$ cat config.mk
export PLATFORM = sky130hd
export DESIGN_NAME = y86_pipe_ctrl
export DESIGN_NICKNAME = d
export VERILOG_FILES = /design/src/rtl/y86_pipe_ctrl.sv
export SDC_FILE = /design/constraint.sdc
export NUM_CORES = 1
export LEC_CHECK = 0
export ABC_AREA = 1
export BUFFER_PORTS_ARGS = -buffer_cell sky130_fd_sc_hd__buf_2
export CELL_PAD_IN_SITES_DETAIL_PLACEMENT = 1
export CELL_PAD_IN_SITES_GLOBAL_PLACEMENT = 2
export CORE_MARGIN = 2
export CORE_UTILIZATION = 29
export CTS_CLUSTER_DIAMETER = 30
export DETAILED_ROUTE_END_ITERATION = 7
export PLACE_DENSITY_LB_ADDON = 0.1
export SETUP_SLACK_MARGIN = 0.3
export SYNTH_ARGS = -nofsm -noshare
export SYNTH_HDL_FRONTEND = slang
export SYNTH_SLANG_ARGS = --single-unit
export TNS_END_PERCENT = 30
$ cat constraint.sdc
create_clock -name clk -period 2.4 [get_ports clk]
set_input_delay 0.24 -clock clk [delete_from_list [all_inputs] [get_ports clk]]
set_output_delay 0.24 -clock clk [all_outputs]
set_load 0.01 [all_outputs]
$ cat src/rtl/y86_pipe_ctrl.sv
// ---------------------------------------------------------------------------
// y86_pipe_ctrl -- pipeline control unit for the five-stage Y-86 processor.
//
// Runs the IDLE/RUN/STEP/HALTED sequencing machine. While active (RUN or
// STEP) it derives the stall/bubble controls of every pipeline register
// from the instruction fields currently held in the pipeline. It resolves
// load/use, ret and branch-mispredict hazards, blocks condition-code writes
// behind exceptions, and keeps saturating performance counters.
//
// Ports
//   clk, rst_n            clock, asynchronous active-low reset
//   start, step           run continuously / execute one cycle (from IDLE)
//   D_icode/E_icode/M_icode, E_dstM, d_srcA, d_srcB, e_Cnd, m_stat, W_stat
//                         pipeline fields sampled combinationally
//   F/D/E/M/W_stall       hold the corresponding pipeline register
//   D/E/M_bubble          load a nop into the corresponding register
//   set_cc                enable the condition-code write in execute
//   running, halted       state is RUN|STEP / state is HALTED
//   exit_stat             status latched on entry to HALTED (5 = watchdog)
//   cycle_cnt, stall_cnt, bubble_cnt   saturating performance counters
//   dbg_state             current FSM state (0 IDLE, 1 RUN, 2 STEP, 3 HALTED)
//
// Handshake: start and step are level inputs sampled on the rising edge;
// there is no ready/acknowledge. A step is consumed once per IDLE visit and
// is re-armed only after step is seen low while in IDLE.
// ---------------------------------------------------------------------------
module y86_pipe_ctrl #(
    parameter int CNT_W      = 32,
    parameter int MAX_CYCLES = 5000
) (
    input  logic             clk,
    input  logic             rst_n,
    input  logic             start,
    input  logic             step,
    input  logic [3:0]       D_icode,
    input  logic [3:0]       E_icode,
    input  logic [3:0]       M_icode,
    input  logic [3:0]       E_dstM,
    input  logic [3:0]       d_srcA,
    input  logic [3:0]       d_srcB,
    input  logic             e_Cnd,
    input  logic [3:0]       m_stat,
    input  logic [3:0]       W_stat,
    output logic             F_stall,
    output logic             D_stall,
    output logic             E_stall,
    output logic             M_stall,
    output logic             W_stall,
    output logic             D_bubble,
    output logic             E_bubble,
    output logic             M_bubble,
    output logic             set_cc,
    output logic             running,
    output logic             halted,
    output logic [3:0]       exit_stat,
    output logic [CNT_W-1:0] cycle_cnt,
    output logic [CNT_W-1:0] stall_cnt,
    output logic [CNT_W-1:0] bubble_cnt,
    output logic [1:0]       dbg_state
);

    // Instruction codes and status codes used by the hazard logic.
    localparam logic [3:0] I_OPQ    = 4'h6;
    localparam logic [3:0] I_JXX    = 4'h7;
    localparam logic [3:0] I_RET    = 4'h9;
    localparam logic [3:0] I_MRMOVQ = 4'h5;
    localparam logic [3:0] I_POPQ   = 4'hB;
    localparam logic [3:0] R_NONE   = 4'hF;
    localparam logic [3:0] S_AOK    = 4'h1;
    localparam logic [3:0] S_HLT    = 4'h2;
    localparam logic [3:0] S_ADR    = 4'h3;
    localparam logic [3:0] S_INS    = 4'h4;
    localparam logic [3:0] S_WDOG   = 4'h5;

    // cycle_cnt value from which the next active edge reaches MAX_CYCLES.
    localparam logic [CNT_W-1:0] WD_LAST = CNT_W'(MAX_CYCLES - 1);
    localparam logic [CNT_W-1:0] CNT_MAX = '1;

    typedef enum logic [1:0] {
        ST_IDLE   = 2'd0,
        ST_RUN    = 2'd1,
        ST_STEP   = 2'd2,
        ST_HALTED = 2'd3
    } state_t;

    state_t           state_q, state_d;
    logic             step_block_q, step_block_d;
    logic [3:0]       exit_stat_q, exit_stat_d;
    logic [CNT_W-1:0] cycle_cnt_q, cycle_cnt_d;
    logic [CNT_W-1:0] stall_cnt_q, stall_cnt_d;
    logic [CNT_W-1:0] bubble_cnt_q, bubble_cnt_d;

    // -----------------------------------------------------------------------
    // Hazard detection (pure functions of the pipeline fields)
    // -----------------------------------------------------------------------
    logic active;
    logic lu, ret, mis, exc_m, exc_w;
    logic halt_exc, halt_wdog;

    assign active = (state_q == ST_RUN) || (state_q == ST_STEP);

    // Load/use: a memory read in execute whose destination feeds decode.
    assign lu = ((E_icode == I_MRMOVQ) || (E_icode == I_POPQ)) &&
                (E_dstM != R_NONE) &&
                ((E_dstM == d_srcA) || (E_dstM == d_srcB));

    assign ret = (D_icode == I_RET) || (E_icode == I_RET) || (M_icode == I_RET);

    // Branches are predicted taken; a not-taken jump in execute is a miss.
    assign mis = (E_icode == I_JXX) && !e_Cnd;

    assign exc_m = (m_stat == S_HLT) || (m_stat == S_ADR) || (m_stat == S_INS);
    assign exc_w = (W_stat == S_HLT) || (W_stat == S_ADR) || (W_stat == S_INS);

    // Any non-AOK status reaching writeback stops the machine; the watchdog
    // fires on the edge that would bring cycle_cnt to MAX_CYCLES.
    assign halt_exc  = (W_stat != S_AOK);
    assign halt_wdog = (cycle_cnt_q >= WD_LAST);

    // -----------------------------------------------------------------------
    // Pipeline register controls
    // -----------------------------------------------------------------------
    always_comb begin
        // Freeze values: every register holds, nothing is injected.
        F_stall  = 1'b1;
        D_stall  = 1'b1;
        E_stall  = 1'b1;
        M_stall  = 1'b1;
        W_stall  = 1'b1;
        D_bubble = 1'b0;
        E_bubble = 1'b0;
        M_bubble = 1'b0;
        set_cc   = 1'b0;
        if (active) begin
            F_stall  = lu | ret;
            D_stall  = lu;
            E_stall  = 1'b0;
            M_stall  = 1'b0;
            W_stall  = exc_w;
            // A load/use stall in decode takes priority over a ret bubble,
            // otherwise the stalled instruction would be lost.
            D_bubble = mis | (!lu & ret);
            E_bubble = mis | lu;
            M_bubble = exc_m | exc_w;
            set_cc   = (E_icode == I_OPQ) & !exc_m & !exc_w;
        end
    end

    // -----------------------------------------------------------------------
    // Sequencing FSM: next state, step re-arm and exit status
    // -----------------------------------------------------------------------
    always_comb begin
        state_d      = state_q;
        step_block_d = step_block_q;
        exit_stat_d  = exit_stat_q;
        case (state_q)
            ST_IDLE: begin
                if (!step) begin
                    step_block_d = 1'b0;
                end
                if (start) begin
                    state_d = ST_RUN;
                end else if (step && !step_block_q) begin
                    state_d      = ST_STEP;
                    step_block_d = 1'b1;
                end
            end
            ST_RUN, ST_STEP: begin
                if (halt_exc || halt_wdog) begin
                    state_d = ST_HALTED;
                    // A real exception outranks the watchdog on the same edge.
                    exit_stat_d = halt_exc ? W_stat : S_WDOG;
                end else if (state_q == ST_STEP) begin
                    state_d = ST_IDLE;
                end
            end
            default: begin
                // HALTED is left only through reset.
                state_d = ST_HALTED;
            end
        endcase
    end

    // -----------------------------------------------------------------------
    // Saturating performance counters
    // -----------------------------------------------------------------------
    always_comb begin
        cycle_cnt_d  = cycle_cnt_q;
        stall_cnt_d  = stall_cnt_q;
        bubble_cnt_d = bubble_cnt_q;
        if (active) begin
            if (cycle_cnt_q != CNT_MAX) begin
                cycle_cnt_d = cycle_cnt_q + 1'b1;
            end
            if (F_stall && (stall_cnt_q != CNT_MAX)) begin
                stall_cnt_d = stall_cnt_q + 1'b1;
            end
            if (mis && (bubble_cnt_q != CNT_MAX)) begin
                bubble_cnt_d = bubble_cnt_q + 1'b1;
            end
        end
    end

    always_ff @(posedge clk or negedge rst_n) begin
        if (!rst_n) begin
            state_q      <= ST_IDLE;
            step_block_q <= 1'b0;
            exit_stat_q  <= 4'h0;
            cycle_cnt_q  <= '0;
            stall_cnt_q  <= '0;
            bubble_cnt_q <= '0;
        end else begin
            state_q      <= state_d;
            step_block_q <= step_block_d;
            exit_stat_q  <= exit_stat_d;
            cycle_cnt_q  <= cycle_cnt_d;
            stall_cnt_q  <= stall_cnt_d;
            bubble_cnt_q <= bubble_cnt_d;
        end
    end

    assign running    = active;
    assign halted     = (state_q == ST_HALTED);
    assign exit_stat  = exit_stat_q;
    assign cycle_cnt  = cycle_cnt_q;
    assign stall_cnt  = stall_cnt_q;
    assign bubble_cnt = bubble_cnt_q;
    assign dbg_state  = state_q;

endmodule

==> summary.md <==
| Metric | Value |
|---|---|
| Clock transition at path regs | `~0.070 ns` |
| GRT Total Usage | `0.198` |
| Largest net degree at the start of global routing | `39` |
| Clk Latency, worst-skew pair | `0.36 ns` |
| Die extent in x | `roughly 160 um` |
| Max Freq | `485 MHz` |
| Worst-margin pin slew | `0.516 ns` |
| Initial core utilization | `0.294` |
| Syn nets | `1158` |
| Main flop type after synthesis | `dfrtp_1` |
| Clock Path Buffers | `2` |
| Core Area | `about 24000 sq um` |
| Minimum clock period | `between 2 and 2.5 ns` |
| Via count | `7468` |
| Syn Std Cell Area | `7130 sq um` |
| Leak | `4.38 nW` |
| Xor/xnor share of the synthesized area | `0.0577` |
| Reg2reg setup slack | `0.48 ns` |
| Mux contribution to synthesized area | `0.00140` |
| RSZ-0062 raised after global routing | `yes` |
| Synthesis-stage register bit count | `about 100` |
| Number of synthesized flops with an enable pin | `0` |
| Area growth from synthesis to layout | `22.7%` |
| # DRC | `0` |
| Via/cell ratio | `about 4.7` |
| Post-route clock period utilization | `0.860` |
| Layout cells sized above 1 | `0.179` |
| Total gr overflow | `0` |
| Delay of the slowest cell on the worst path | `~0.37 ns` |
| Htree depth | `3` |
| Worst Path Required | `approximately 2.2 ns` |
| Max_slew headroom | `0.656` |
| Fin. Hold Viols | `0` |
| Status | `finished clean` |
| Routed Antenna Nets | `0` |
| Fraction of the yosys area taken by sequential cells | `0.361` |
| Routed wire length per instance | `roughly 16 um` |
| Compound-Gate Fraction of Synth Area | `0.0272` |
| Simple-gate share of the synthesized area | `0.476` |
| Fin cells | `1606` |
| WL final | `around 25000 um` |
| Placement row count | `57` |
| Adder-Cell Fraction of Synth Area | `0.0105` |
| Max cap viols | `0` |
| Setup TNS | `0 ns` |
| Critical path peak fanout | `4` |
| PD cells | `between 700 and 800 nW/um^2` |
| Antenna cell count | `0` |
| Warnings, synthesis | `0` |
| CP Launch Type | `register` |
| RD Place Congestion | `between 0.8 and 0.9` |
| Port Buf Inserts | `roughly 150` |
| Setup Crit Path Kind | `register to output port` |
| DIE AREA | `~26000 sq um` |
| Placed Cells | `approximately 1600` |
| Fin. max-slew vios | `0` |
| CTS tree | `yes` |
| # setup viols final | `0` |
| Antenna violations before repair | `0` |
| Skew final | `approximately 0.0079 ns` |
| Post-synth ARST share | `1.00` |
| Tot Pwr | `6.42 mW` |
| Num CTS Buffers | `9` |
| Data arrival time of the worst path | `~1.8 ns` |
| VDD IR max | `0.000650 V` |
| First-pass GRT wire length | `about 40000 um` |
| Syn Area/Cell | `approximately 6.4 sq um` |
| Combinational family with the most area after synthesis | `simple AND/OR/NAND/NOR gates` |
| # IOs | `150` |
| Mapped Cells | `1115` |
| Vias in the first global route | `7652` |
| First-iteration detailed-routing DRC count | `approximately 320` |
| DP HPWL | `between 15000 and 20000 um` |
| Final net count | `approximately 1300` |
| Die Y-Extent | `between 150 and 200 um` |
| CTS sink count | `between 100 and 150` |
| Crit. End Element | `output port` |
| Crit-path slowest cell | `dfrtp_1` |
| Crit path cell chain | `inv_2 -> ha_4 -> buf_6 -> nand3_2 -> or3_4 -> o21ai_1 -> buf_2` |
| DR pass1 iterations | `5` |
| CTS root buf | `clkbuf_16` |
| Hold Path Class | `input pin to register` |
| Post-synth cell types | `33` |
| Hold slack | `0.130 ns` |
area by class of cell:
| class | instances | area (sq um) |
|---|---|---|
| multi-input combinational | 907 | 4120 |
| fill | 3197 | 15500 |
| clock buffer | 11 | 253 |
| sequential | 103 | 2580 |
| clock inverter | 4 | 77.6 |
| inverter | 82 | 313 |
| timing repair buffer | 175 | 998 |
| tap | 324 | 405 |
stage by stage:
stage           util  setup WS, ns  cell area, sq um
2_1_floorplan      -         0.424              7130
3_3_place_gp   0.342         0.316              8300
3_5_place_dp   0.342         0.212              8300
4_1_cts        0.359         0.289              8710
5_1_grt        0.361         0.260              8750
6_report       0.361         0.337              8750
sequential cells by signal, summed over array words and instances, names as in the netlist:
signal / count
dbg_state: 2
cycle_cnt: 32
step_block_q: 1
stall_cnt: 32
bubble_cnt: 32
exit_stat: 4
path summary, 6_finish.rpt:
path,start,end,cells after the start
max,dbg_state[1],E_bubble,7
min,step,step_block_q,3
max reg2reg,cycle_cnt[1],cycle_cnt[28],12
min reg2reg,exit_stat[0],exit_stat[0],2
max in group asynchronous,rst_n,bubble_cnt[0],3
min in group asynchronous,rst_n,cycle_cnt[18],2
synth_stat cells (2+ instances only):
cell / instances / share of area
nand2_1: 521 / 0.27
nor2_1: 150 / 0.079
dfrtp_1: 103 / 0.36
inv_1: 77 / 0.041
nand3_1: 70 / 0.049
xor2_1: 33 / 0.041
nand3b_1: 22 / 0.023
nor3_1: 22 / 0.015
o21ai_0: 19 / 0.013
nand4_1: 14 / 0.012
xnor2_1: 14 / 0.017
buf_6: 7 / 0.011
buf_2: 6 / 0.0042
ha_1: 6 / 0.011
nor2_2: 6 / 0.0053
inv_2: 5 / 0.0026
nand2_2: 5 / 0.0044
o21ai_2: 5 / 0.0061
a21oi_1: 4 / 0.0028
buf_4: 4 / 0.0042
clkbuf_1: 4 / 0.0021
nand3_2: 3 / 0.0042
nor2_4: 3 / 0.0047
buf_1: 2 / 0.0011
or2_2: 2 / 0.0018
worst max-delay path, delay by kind of cell (launching register included):
family	cells	cell delay, ns
compound gates	1	0.08
fa+ha+maj	1	0.26
buf+inv	3	0.32
flops	1	0.37
simple gates	2	0.42
layout by cell type, fill, tap and decap left out, types with 2 or more instances in the layout:
| cell type | Yosys | final |
|---|---|---|
| nand2_1 | 521 | 521 |
| xnor2_1 | 14 | 14 |
| dfrtp_2 | 0 | 2 |
| nor2_2 | 6 | 8 |
| a21oi_1 | 4 | 4 |
| inv_4 | 0 | 2 |
| nor2_1 | 150 | 148 |
| ha_1 | 6 | 3 |
| o21ai_1 | 1 | 2 |
| bufinv_16 | 0 | 2 |
| nor2_4 | 3 | 3 |
| nand3_1 | 70 | 69 |
| clkbuf_8 | 0 | 2 |
| buf_2 | 6 | 148 |
| o21ai_2 | 5 | 6 |
| buf_6 | 7 | 4 |
| nand4_1 | 14 | 14 |
| xor2_1 | 33 | 33 |
| nand3_2 | 3 | 4 |
| inv_2 | 5 | 4 |
| nor3_1 | 22 | 22 |
| nand2_2 | 5 | 5 |
| inv_1 | 77 | 76 |
| dfrtp_1 | 103 | 101 |
| o21ai_0 | 19 | 17 |
| buf_12 | 0 | 3 |
| ha_2 | 0 | 2 |
| or2_2 | 2 | 2 |
| nand3b_1 | 22 | 22 |
| clkbuf_16 | 0 | 9 |
| buf_4 | 4 | 19 |
metal layers:
layer | vias up | wire (um) | GRT usage | part of all wire
met4 | 0 | 228 | 0.0402 | 0.0091
li1 | 3791 | - | - | -
met2 | 131 | 11600 | 0.334 | 0.46
met5 | - | 0 | 0 | 0
met1 | 3533 | 12300 | 0.270 | 0.49
met3 | 13 | 963 | 0.0313 | 0.038
where the power goes:
part | internal (mW) | total (mW) | switching (mW)
combinational | 0.852 | 2.61 | 1.76
clock | 0.974 | 1.71 | 0.731
sequential | 1.91 | 2.11 | 0.196
total | 3.74 | 6.42 | 2.68
logic make-up after synthesis:
group,Yosys count
XOR/XNOR,47
buffers and inverters,105
multiplexers,1
adder cells (fa/ha/maj),6
flip-flops,103
AND/OR/NAND/NOR,820
AO/OA/AOI/OAI,33
repair_timing:
item,in CTS,in global routing
pin swaps,2,2
endpoints found under the setup margin,19,67
hold buffers,1,0
buffers inserted,6,1
hold endpoints to repair,31,0
gates resized for setup,7,13
Power figures use the tool's default switching activity.
